==> config.mk <==
export PLATFORM = sky130hd
export DESIGN_NAME = spi_multi_serializer
export DESIGN_NICKNAME = d
export VERILOG_FILES = /design/src/rtl/spi_multi_serializer.sv
export SDC_FILE = /design/constraint.sdc
export NUM_CORES = 1
export LEC_CHECK = 0
export ABC_AREA = 1
export CAP_MARGIN = 25
export CORE_MARGIN = 2
export CORE_UTILIZATION = 52
export DETAILED_ROUTE_END_ITERATION = 12
export PLACE_DENSITY_LB_ADDON = 0.2
export RECOVER_POWER = 25
export SLEW_MARGIN = 20
export SYNTH_ARGS = -nofsm -noshare
export SYNTH_HDL_FRONTEND = slang
export SYNTH_SLANG_ARGS = --single-unit
export TNS_END_PERCENT = 30
==> constraint.sdc <==
create_clock -name clk -period 1.95 [get_ports clk]
set_clock_uncertainty 0.1 [all_clocks]
set_input_delay 0.2925 -clock clk [delete_from_list [all_inputs] [get_ports clk]]
set_output_delay 0.2925 -clock clk [all_outputs]
set_load 0.01 [all_outputs]
==> src/rtl/spi_multi_serializer.sv <==
// SPI-style serializer: shifts a variable-length word out on sdo/sclk, then pulses
// the latch-enable of the selected channel for one half-period.
module spi_multi_serializer #(
   parameter int DATA_WIDTH = 32,
   parameter int NUM_CS     = 4,
   parameter int HALF_DIV   = 10,
   localparam int LW        = $clog2(DATA_WIDTH + 1),
   localparam int CSW       = (NUM_CS > 1) ? $clog2(NUM_CS) : 1
) (
   input  logic                  clk,
   input  logic                  rst_n,
   input  logic                  start,
   input  logic [DATA_WIDTH-1:0] tx_data,
   input  logic [LW-1:0]         tx_len,
   input  logic [CSW-1:0]        cs_sel,
   input  logic                  msb_first,
   output logic                  sdo,
   output logic                  sclk,
   output logic [NUM_CS-1:0]     le,
   output logic                  busy,
   output logic                  done
);

   typedef enum logic [1:0] {
      ST_IDLE  = 2'd0,
      ST_SHIFT = 2'd1,
      ST_LATCH = 2'd2
   } state_t;

   localparam logic [15:0]   HD_LAST = 16'(HALF_DIV - 1);
   localparam logic [LW-1:0] DW_LEN  = LW'(DATA_WIDTH);

   state_t                r_state;
   logic [15:0]           r_cnt;
   logic                  r_phase_hi;
   logic [LW-1:0]         r_bits_left;
   logic [DATA_WIDTH-1:0] r_shreg;
   logic                  r_msb;
   logic [CSW-1:0]        r_cs;

   logic [LW-1:0]         w_len;
   logic [DATA_WIDTH-1:0] w_aligned;
   logic [NUM_CS-1:0]     w_le_dec;
   logic                  w_next_bit;
   logic [DATA_WIDTH-1:0] w_next_shreg;

   // Out-of-range lengths fall back to a full word; MSB-first data is pre-aligned to the top.
   always_comb begin
      if ((tx_len == {LW{1'b0}}) || (tx_len > DW_LEN)) begin
         w_len = DW_LEN;
      end else begin
         w_len = tx_len;
      end
      w_aligned = tx_data << (DW_LEN - w_len);
   end

   // Channel decode; an out-of-range select leaves every latch-enable low.
   always_comb begin
      w_le_dec = {NUM_CS{1'b0}};
      for (int i = 0; i < NUM_CS; i++) begin
         w_le_dec[i] = (int'(r_cs) == i);
      end
   end

   // Next serial bit and the shift register after it has been consumed.
   always_comb begin
      w_next_bit   = r_msb ? r_shreg[DATA_WIDTH-1] : r_shreg[0];
      w_next_shreg = r_msb ? (r_shreg << 1'b1) : (r_shreg >> 1'b1);
   end

   // Transfer FSM with all outputs registered.
   always_ff @(posedge clk or negedge rst_n) begin
      if (!rst_n) begin
         r_state     <= ST_IDLE;
         r_cnt       <= 16'd0;
         r_phase_hi  <= 1'b0;
         r_bits_left <= {LW{1'b0}};
         r_shreg     <= {DATA_WIDTH{1'b0}};
         r_msb       <= 1'b0;
         r_cs        <= {CSW{1'b0}};
         sdo         <= 1'b0;
         sclk        <= 1'b0;
         le          <= {NUM_CS{1'b0}};
         busy        <= 1'b0;
         done        <= 1'b0;
      end else begin
         case (r_state)
            ST_IDLE: begin
               done <= 1'b0;
               if (start) begin
                  r_msb       <= msb_first;
                  r_cs        <= cs_sel;
                  r_bits_left <= w_len - LW'(1);
                  r_cnt       <= 16'd0;
                  r_phase_hi  <= 1'b0;
                  sclk        <= 1'b0;
                  busy        <= 1'b1;
                  r_state     <= ST_SHIFT;
                  if (msb_first) begin
                     sdo     <= w_aligned[DATA_WIDTH-1];
                     r_shreg <= w_aligned << 1'b1;
                  end else begin
                     sdo     <= tx_data[0];
                     r_shreg <= tx_data >> 1'b1;
                  end
               end
            end
            ST_SHIFT: begin
               if (r_cnt == HD_LAST) begin
                  r_cnt <= 16'd0;
                  if (!r_phase_hi) begin
                     r_phase_hi <= 1'b1;
                     sclk       <= 1'b1;
                  end else begin
                     // Falling edge: either advance to the next bit or go latch.
                     r_phase_hi <= 1'b0;
                     sclk       <= 1'b0;
                     if (r_bits_left == {LW{1'b0}}) begin
                        le      <= w_le_dec;
                        r_state <= ST_LATCH;
                     end else begin
                        r_bits_left <= r_bits_left - LW'(1);
                        sdo         <= w_next_bit;
                        r_shreg     <= w_next_shreg;
                     end
                  end
               end else begin
                  r_cnt <= r_cnt + 16'd1;
               end
            end
            ST_LATCH: begin
               if (r_cnt == HD_LAST) begin
                  r_cnt   <= 16'd0;
                  le      <= {NUM_CS{1'b0}};
                  busy    <= 1'b0;
                  done    <= 1'b1;
                  r_state <= ST_IDLE;
               end else begin
                  r_cnt <= r_cnt + 16'd1;
               end
            end
            default: begin
               r_state <= ST_IDLE;
               r_cnt   <= 16'd0;
               sclk    <= 1'b0;
               le      <= {NUM_CS{1'b0}};
               busy    <= 1'b0;
               done    <= 1'b0;
            end
         endcase
      end
   end

endmodule
### After elaboration in Yosys (flattened, before gate mapping)

Cells that the tools add are included.

* word-level logic and storage cells: 92
* output and inout port bits: 8
* register bits: 68

* multiplexer cells: 44
* magnitude comparators: 1
* equal/unequal tests: 12
* bitwise logic cells: 3
* reductions and logical operators: 15
* add/sub/neg operators: 4
* shift operators: 1

Operator list (count)
* 32-bit 2-to-1 mux: 6
* 32-bit case mux with 2 select lines: 1
* 16-bit 2-to-1 mux: 2
* 16-bit case mux with 2 select lines: 1
* 32-bit by 6-bit left shift with 32-bit output: 1
* 6-bit 2-to-1 mux: 5
* 16-bit by 1-bit adder with 16-bit output, second input constant: 1
* 16-bit by 4-bit equality test with 1-bit output, second input constant: 1
* 4-bit 2-to-1 mux: 4
* 5-bit AND reduction: 3
* 6-bit logical NOT: 2
* 1-bit 2-to-1 mux: 12
* 2-bit inequality test, second input constant: 6
* 4-bit case mux with 3 select lines: 1
* 6-bit case mux with 2 select lines: 1
* 6-bit by 1-bit subtractor with 6-bit output, second input constant: 2
* 2-bit 2-to-1 mux: 5
* 3-bit AND reduction: 3
* 2-bit equality test, second input constant: 3
* 6-bit greater-than comparator, second input constant: 1
* 1-bit case mux with 2 select lines: 3
* 1-bit case mux with 3 select lines: 2
* 2-bit case mux with 3 select lines: 1
* 6-bit subtractor, first input constant: 1
* 7 further kinds: 12

### Longest topological paths before layout

Gate-level depths: netlist of run 1.

* depth after elaboration: 8
* gate-level depth with buffers: 20

### Least setup slack after synthesis of run 1

OpenSTA, ideal clock, no wires.

* kind: in2reg
* start: input tx_len[0]
* end: register r_shreg[25]
* stages: 18
* arrival: 2.481 ns
* data required time: 1.772 ns
* library setup time: 0.078 ns
* setup slack: -0.708 ns
* cells stage by stage: nor2_2 > nand3_1 > nand2_2 > nand3_2 > buf_4 > buf_4 > ha_1 > clkbuf_1 > inv_1 > buf_1 > nand3_1 > nand3_1 > nand2_1 > nand2_1 > nand3_1 > nand3_1 > nand2_1 > a21boi_1

* word-level cells in the longest chain between the ends: 8

RTL lines
* start: declaration: line 14 `input logic [LW-1:0] tx_len,`
* 6-bit greater-than comparator / 6-bit logical NOT (equally long branches): line 49 `if ((tx_len == {LW{1'b0}}) || (tx_len > DW_LEN)) begin`
* 1-bit logical OR: line 49
* 6-bit 2-to-1 mux *: line 49
* 6-bit subtractor *: line 54 `w_aligned = tx_data << (DW_LEN - w_len);`
* 32-bit by 6-bit left shift with 32-bit output *: line 54
* 32-bit 2-to-1 mux *: line 99 `if (msb_first) begin`
* 32-bit 2-to-1 mux *: line 90 `if (start) begin`
* 32-bit case mux with 2 select lines *: line 87 `case (r_state)`
* end signal: assignment: line 78 `r_shreg <= {DATA_WIDTH{1'b0}};`
* end signal: assignment: line 101 `r_shreg <= w_aligned << 1'b1;`
* end signal: assignment: line 104 `r_shreg <= tx_data >> 1'b1;`
* end: declaration: line 37 `logic [DATA_WIDTH-1:0] r_shreg;`

Every way passes the cells marked *; elsewhere a longest branch is shown, timed or not. The select of a mux whose other input is x is not followed.
A chain may end at the register's enable or synchronous reset.

### Worst setup path in the final report of run 1

* start: register r_state[1]
* end: register r_shreg[19]

* word-level cells in the longest chain between the ends: 3

RTL lines
* start: declaration: line 33 `state_t r_state;`
* start signal: assignment: line 74 `r_state <= ST_IDLE;`
* start signal: assignment: line 98 `r_state <= ST_SHIFT;`
* start signal: assignment: line 120 `r_state <= ST_LATCH;`
* 2-bit by 1-bit equality test with 1-bit output / 2-bit logical NOT (equally long branches): line 87
* 2-bit inequality test (no line) / 2-bit nonzero test (equally long branches)
* 5-bit AND reduction (no line)

Several ways; a longest one is shown, not always the timed one.

==> flow_metrics.tcl, run 1 <==
set metrics [dict create \
    wl_per_cell_um 18.6 \
    place_ws_ps -979 \
    vias 7661 \
    violations "setup timing" \
    numCtsBuffers 9 \
    crit_path_cell_trace "inv_1 > buf_4 > ha_1 > buf_4 > nor2_1 > nor2_1 > nand3_4 > buf_12 > nor2_1 > nand2_1 > o22ai_1 > inv_1" \
    yosysSeqAreaShare_pct 29.6 \
    rsz0062_at_grt "yes" \
    antenna_left 0 \
    dieArea_um2 11900 \
    cts_sinks 68 \
    rows 38 \
    synth_area_um2 5740 \
    leakagePower_nw 4.14 \
    period_needed_ps 2340 \
    cpMostUsedCell "nor2_1" \
    clock_latency_ps 360 \
    ys_warn_count 0 \
    syn_nets 970 \
    synthTopCellsByArea "dfrtp_1, nand3_1, nand2_1" \
    num_antenna_cells 0 \
    synth_top_flop_cell "dfrtp_1" \
    worst_path_largest_cell_delay_ps 380 \
    worstMarginPinSlew_ps 992 \
    criticalPathCategory "reg2reg" \
    antenna_found_initial 0 \
    numPortBuffers 51 \
    dpl-instance-area_um2 7430 \
    ir_drop_v 0.00128 \
    grt_overflow 0 \
    maxCapViolations 0 \
    synth_seq_cells 68 \
    grt_pass1_wl_um 33700 \
    setup_slack_ps -393 \
    pin_count 52 \
    drtIter0Drc 1049 \
    drc 0 \
    die_x_um 109 \
    critical_path.max_fanout 8 \
    fmax_mhz 427 \
    routed_wirelength_um 23200 \
    required_ps 2080 \
    initial_core_util_pct 53.2 \
    hp-class "reg2reg" \
    end_kind "flip-flop" \
    postSynthAreaPerCell_um2 6.25 \
    dr.pass1.iters 8 \
    grt_pass1_vias 6647 \
    worst_setup_path_start_kind "flip-flop" \
    slew_headroom_pct 33.9 \
    cp.buffers_inverters 5 \
    drive_above_1_share_pct 30.9 \
    cts_buffer_depth 2 \
    p_per_area_nw_per_um2 1300 \
    yosys.area.top_type "dfrtp_1" \
    cts_tree "built" \
    gp_congestion 1.02 \
    synth-edff-count 0 \
    dp_hpwl_um 15200 \
    vias_per_cell 6.14 \
    period_share_pct 120 \
    power_mw 11.3 \
    status "complete, but fails checks" \
    syn_inst 919 \
    synthArstFlopShare_pct 100 \
    core_um2 10800 \
    crit_slowest_cell "dfrtp_1" \
    path_delay_family "simple AND/OR/NAND/NOR gates" \
    clkSlewWorstSetupHoldPaths_ps 80 \
    crit_arrival_ps 2470 \
    root_buffer "clkbuf_8" \
    area_delta_synth_final_pct 51.4 \
    synthDominantCellAreaShare_pct 29.6 \
    ys_types 40 \
    grt_use_total_pct 36.7 \
    design_area_um2 8700 \
    stdcell_count 1247 \
    placedCellCount 1190 \
    setup_viol 61 \
    grt_max_degree 42 \
    fp.dieH_um 109 \
    htree_levels 3 \
    nNetsFinal 1153 \
    hold_viol 0 \
    slew_viol_final 0 \
]
## cell families after synthesis
family,synth area share (%)
buffers and inverters,11.0
AND/OR/NAND/NOR,42.8
flip-flops,29.6
adder cells (fa/ha/maj),1.52
AO/OA/AOI/OAI,13.4
multiplexers,0.370
XOR/XNOR,1.20
## flip-flops by register name, summed over array words and instances, names as in the netlist
signal / cells
r_shreg: 32
r_cnt: 16
r_bits_left: 6
le: 4
r_cs: 2
r_state: 2
busy: 1
done: 1
r_msb: 1
r_phase_hi: 1
sclk: 1
sdo: 1
## what timing repair did
item | 4_1_cts | 5_1_grt
hold buffers | 1 | 0
gates cloned | 2 | 7
resized for setup | 71 | 124
buffers inserted | 22 | 10
pin swaps | 17 | 26
setup endpoints to repair | 52 | 63
endpoints found under the hold margin | 15 | 0
## power breakdown
part | internal, mW | switching, mW | leakage (nW)
sequential | 1.98 | 0.264 | 0.838
combinational | 3.53 | 4.29 | 3.20
clock | 0.623 | 0.601 | 0.0983
## placed cells by master, fill, tap and decap left out, types with 25 or more instances in the layout
cell type and n:
nand4_1 45, o22ai_1 31, nand2_1 189, clkdlybuf4s50_1 44
dfrtp_1 68, nand3_1 163, nor2_1 49, buf_4 143
inv_1 82, a21oi_1 25
## worst register-to-register path, delay by kind of cell (launching register included)
kind | cells | cell delay (ps)
AOI/OAI and AO/OA | 1 | 150
adders and majority gates | 1 | 180
buffers and inverters | 5 | 690
DFF | 1 | 380
and+or+nand+nor | 5 | 710
## synth_stat cells (all sizes together) (11+ instances only)
cell and number:
a21oi 28, nand4 45, inv 101, nand2 212, o22ai 34, nand3 191, a21boi 11, clkbuf 33
dfrtp 68, o21ai 39, buf 25, nor2 81
## metrics by stage
| stage | setup TNS, ps | hold WS [ps] | utilization (%) |
|---|---|---|---|
| after floorplan | -10180 | -103 | - |
| after global placement | -31400 | 146 | 68.9 |
| after detailed placement | -33130 | 145 | 68.9 |
| after CTS | -7420 | 287 | 74.5 |
| after global routing | -17060 | 423 | 80.6 |
| final | -11080 | 406 | 80.6 |
## final timing paths
| kind | start | end | slack, ps | cells after the start |
|---|---|---|---|---|
| setup / recovery | r_state[1]$_DFFE_PN0P_ | r_shreg[19]$_DFFE_PN0P_ | -390 | 12 |
| hold / removal | r_shreg[3]$_DFFE_PN0P_ | r_shreg[3]$_DFFE_PN0P_ | 410 | 2 |
| setup reg to reg | r_state[1]$_DFFE_PN0P_ | r_shreg[19]$_DFFE_PN0P_ | -390 | 12 |
| hold reg to reg | r_shreg[3]$_DFFE_PN0P_ | r_shreg[3]$_DFFE_PN0P_ | 410 | 2 |
| max in group asynchronous | rst_n | r_cnt[10]$_DFFE_PN0P_ | 360 | 3 |
| min in group asynchronous | rst_n | r_shreg[10]$_DFFE_PN0P_ | 510 | 2 |
## layout make-up
| cell class | instances | area (um^2) |
|---|---|---|
| Multi-Input combinational cell | 691 | 4020 |
| Timing Repair Buffer | 230 | 2210 |
| Fill cell | 721 | 2100 |
| Sequential cell | 68 | 1700 |
| Inverter | 102 | 390 |
| Tap cell | 140 | 175 |
| Clock buffer | 10 | 138 |
| Clock inverter | 6 | 63.8 |
## layer usage
layer  track usage (%)  up-vias  share of wire [%]
met5                 0        -                  0
met4              14.1        0                4.3
met3              6.93      116                 10
met2              56.6      533                 46
met1              50.8     3516                 40
li1                  -     3496                  -
Note: power is estimated with default switching activity, not from simulation.
==> run 2, diff against run 1 <==
--- a/config.mk
+++ b/config.mk
@@ -12,6 +12,7 @@
 export DETAILED_ROUTE_END_ITERATION = 12
 export PLACE_DENSITY_LB_ADDON = 0.2
 export RECOVER_POWER = 25
+export SKIP_CTS_REPAIR_TIMING = 1
 export SLEW_MARGIN = 20
 export SYNTH_ARGS = -nofsm -noshare
 export SYNTH_HDL_FRONTEND = slang
==> run 2 against run 1 <==
The flow still finishes with violations (setup timing). Fmax grew 5.9%. Sequential power about the same. Non-clock buffer count is 18 lower. Worst hold slack barely moved. Total power fell by 5.8%. Global-route usage shrank 2.1 points. Final cell count shrank 1.4%. Via count decreased by 2.7%. Clock-buffer cell count unchanged. Design area is 3.3% lower. Critical path type unchanged. Critical endpoint is now r_shreg[6]$_DFFE_PN0P_. Largest cell class unchanged. Highest routed layer unchanged.
==> flow_metrics.tcl, run 2 (same netlist as run 1, synthesis figures left out) <==
set metrics [dict create \
    final_core_util_pct 77.9 \
    crit_path_cell_trace "inv_1 > nand4_1 > nor4_2 > nand2_2 > inv_2 > nor2_4 > nor2_4 > nand3_4 > buf_12 > buf_4 > nor2_1 > a22oi_1" \
    p_per_area_nw_per_um2 1260 \
    initial_core_util_pct 53.2 \
    end_kind "flip-flop" \
    grt_overflow 0 \
    cts_buffer_depth 2 \
    hold_viol 0 \
    reg2reg_setup_slack_ps -260 \
    hold_depth 3 \
    cts_sinks 68 \
    placedCellCount 1190 \
    pin_count 52 \
    core_um2 10800 \
    path_delay_family "simple AND/OR/NAND/NOR gates" \
    tns_ps -8660 \
    area_delta_synth_final_pct 46.4 \
    r2r_start "r_cnt[4]$_DFFE_PN0P_" \
    crit_arrival_ps 2360 \
    numPortBuffers 51 \
    nNetsFinal 1135 \
    top_regs "r_shreg x32, r_cnt x16, r_bits_left x6" \
    maxCapViolations 0 \
    htree_levels 3 \
    slew_headroom_pct 34.0 \
    largest_reg_flops 32 \
    hp-start "cs_sel[0]" \
    grt_use_total_pct 34.6 \
    die_x_um 109 \
    top_register "r_shreg" \
    num_antenna_cells 0 \
    layout_commonest_cell "nand2_1" \
    grt_max_degree 42 \
    period_needed_ps 2210 \
    numCtsBuffers 9 \
    grt_pass1_wl_um 31900 \
    clkSlewWorstSetupHoldPaths_ps 80 \
    vias_per_cell 6.06 \
    setup_slack_ps -263 \
    antenna_left 0 \
    fmax_mhz 452 \
    critical_path.max_fanout 13 \
    routed_wirelength_um 22000 \
    rr_worst_depth 12 \
    criticalPathCategory "reg2reg" \
    drc 0 \
    layout_common_cells "nand2_1, nand3_1, buf_4" \
    status "complete, but fails checks" \
    reg2reg_to "r_shreg[6]$_DFFE_PN0P_" \
    dp_hpwl_um 15200 \
    holdPathEnd "r_cs[0]$_DFFE_PN0P_" \
    hp-class "in2reg" \
    slew_viol_final 0 \
    drive_above_1_share_pct 28.1 \
    cp.buffers_inverters 4 \
    crit_slowest_cell "dfrtp_1" \
    fp.dieH_um 109 \
    cts_tree "built" \
    violations "setup timing" \
    worst_setup_path_start_kind "flip-flop" \
    cpMostUsedCell "nor2_4" \
    grt_pass1_vias 6269 \
    drtIter0Drc 1039 \
    vias 7451 \
    rsz0062_at_grt "yes" \
    required_ps 2100 \
    wl_per_cell_um 17.9 \
    setup_viol 48 \
    dr.pass1.iters 9 \
    stdcell_count 1229 \
    ir_drop_v 0.00148 \
    gp_congestion 1.02 \
    clock_latency_ps 370 \
    worstMarginPinSlew_ps 990 \
    power_mw 10.6 \
    worst_path_largest_cell_delay_ps 390 \
    period_share_pct 113 \
    root_buffer "clkbuf_8" \
    leakagePower_nw 4.02 \
    dieArea_um2 11900 \
    rows 38 \
    antenna_found_initial 0 \
]
## run 2: worst max-delay path by stage
stage	startpoint	endpoint	slack, ps	cells after the start
floorplan	tx_len[1]	r_shreg[17]$_DFFE_PN0P_	-340	18
global placement	tx_len[0]	r_shreg[18]$_DFFE_PN0P_	-980	14
detailed placement	tx_len[0]	r_shreg[18]$_DFFE_PN0P_	-980	14
CTS	tx_len[0]	r_shreg[18]$_DFFE_PN0P_	-600	14
global route	r_state[0]$_DFFE_PN0P_	r_cnt[15]$_DFFE_PN0P_	-410	14
finish	r_cnt[4]$_DFFE_PN0P_	r_shreg[6]$_DFFE_PN0P_	-260	12
## run 2: per-layer routing
metal / routed length, um / vias to the layer above / track usage (%)
met2: 10000 / 490 / 52.5
met1: 8990 / 3418 / 50.3
met5: 0 / - / 0
met3: 2160 / 89 / 4.84
met4: 845 / 0 / 12.0
li1: - / 3454 / -
## run 2: worst min-delay path, delay by kind of cell
family / cells / cell delay, ps
AO/OA/AOI/OAI: 1 / 40
buffers and inverters: 1 / 400
AND/OR/NAND/NOR: 1 / 100
## run 2: through the flow
stage          hold WS (ps)  setup slack [ps]  instance area, um^2
6_report                407              -263                 8410
5_1_grt                 429              -408                 8410
4_1_cts                -249              -604                 7640
3_5_place_dp            145              -979                 7430
3_3_place_gp            146              -978                 7430
2_1_floorplan          -103              -339                 5890
## run 2: power breakdown
group	switching, mW	internal, mW	total, mW
sequential	0.245	1.98	2.22
combinational	4.01	3.20	7.21
clock	0.581	0.622	1.20
## run 2: cell type report
cell class / count / area [um^2]
Multi-Input combinational cell: 691 / 3880
Fill cell: 763 / 2390
Timing Repair Buffer: 212 / 2050
Sequential cell: 68 / 1700
Inverter: 102 / 393
Tap cell: 140 / 175
Clock buffer: 10 / 138
Clock inverter: 6 / 63.8
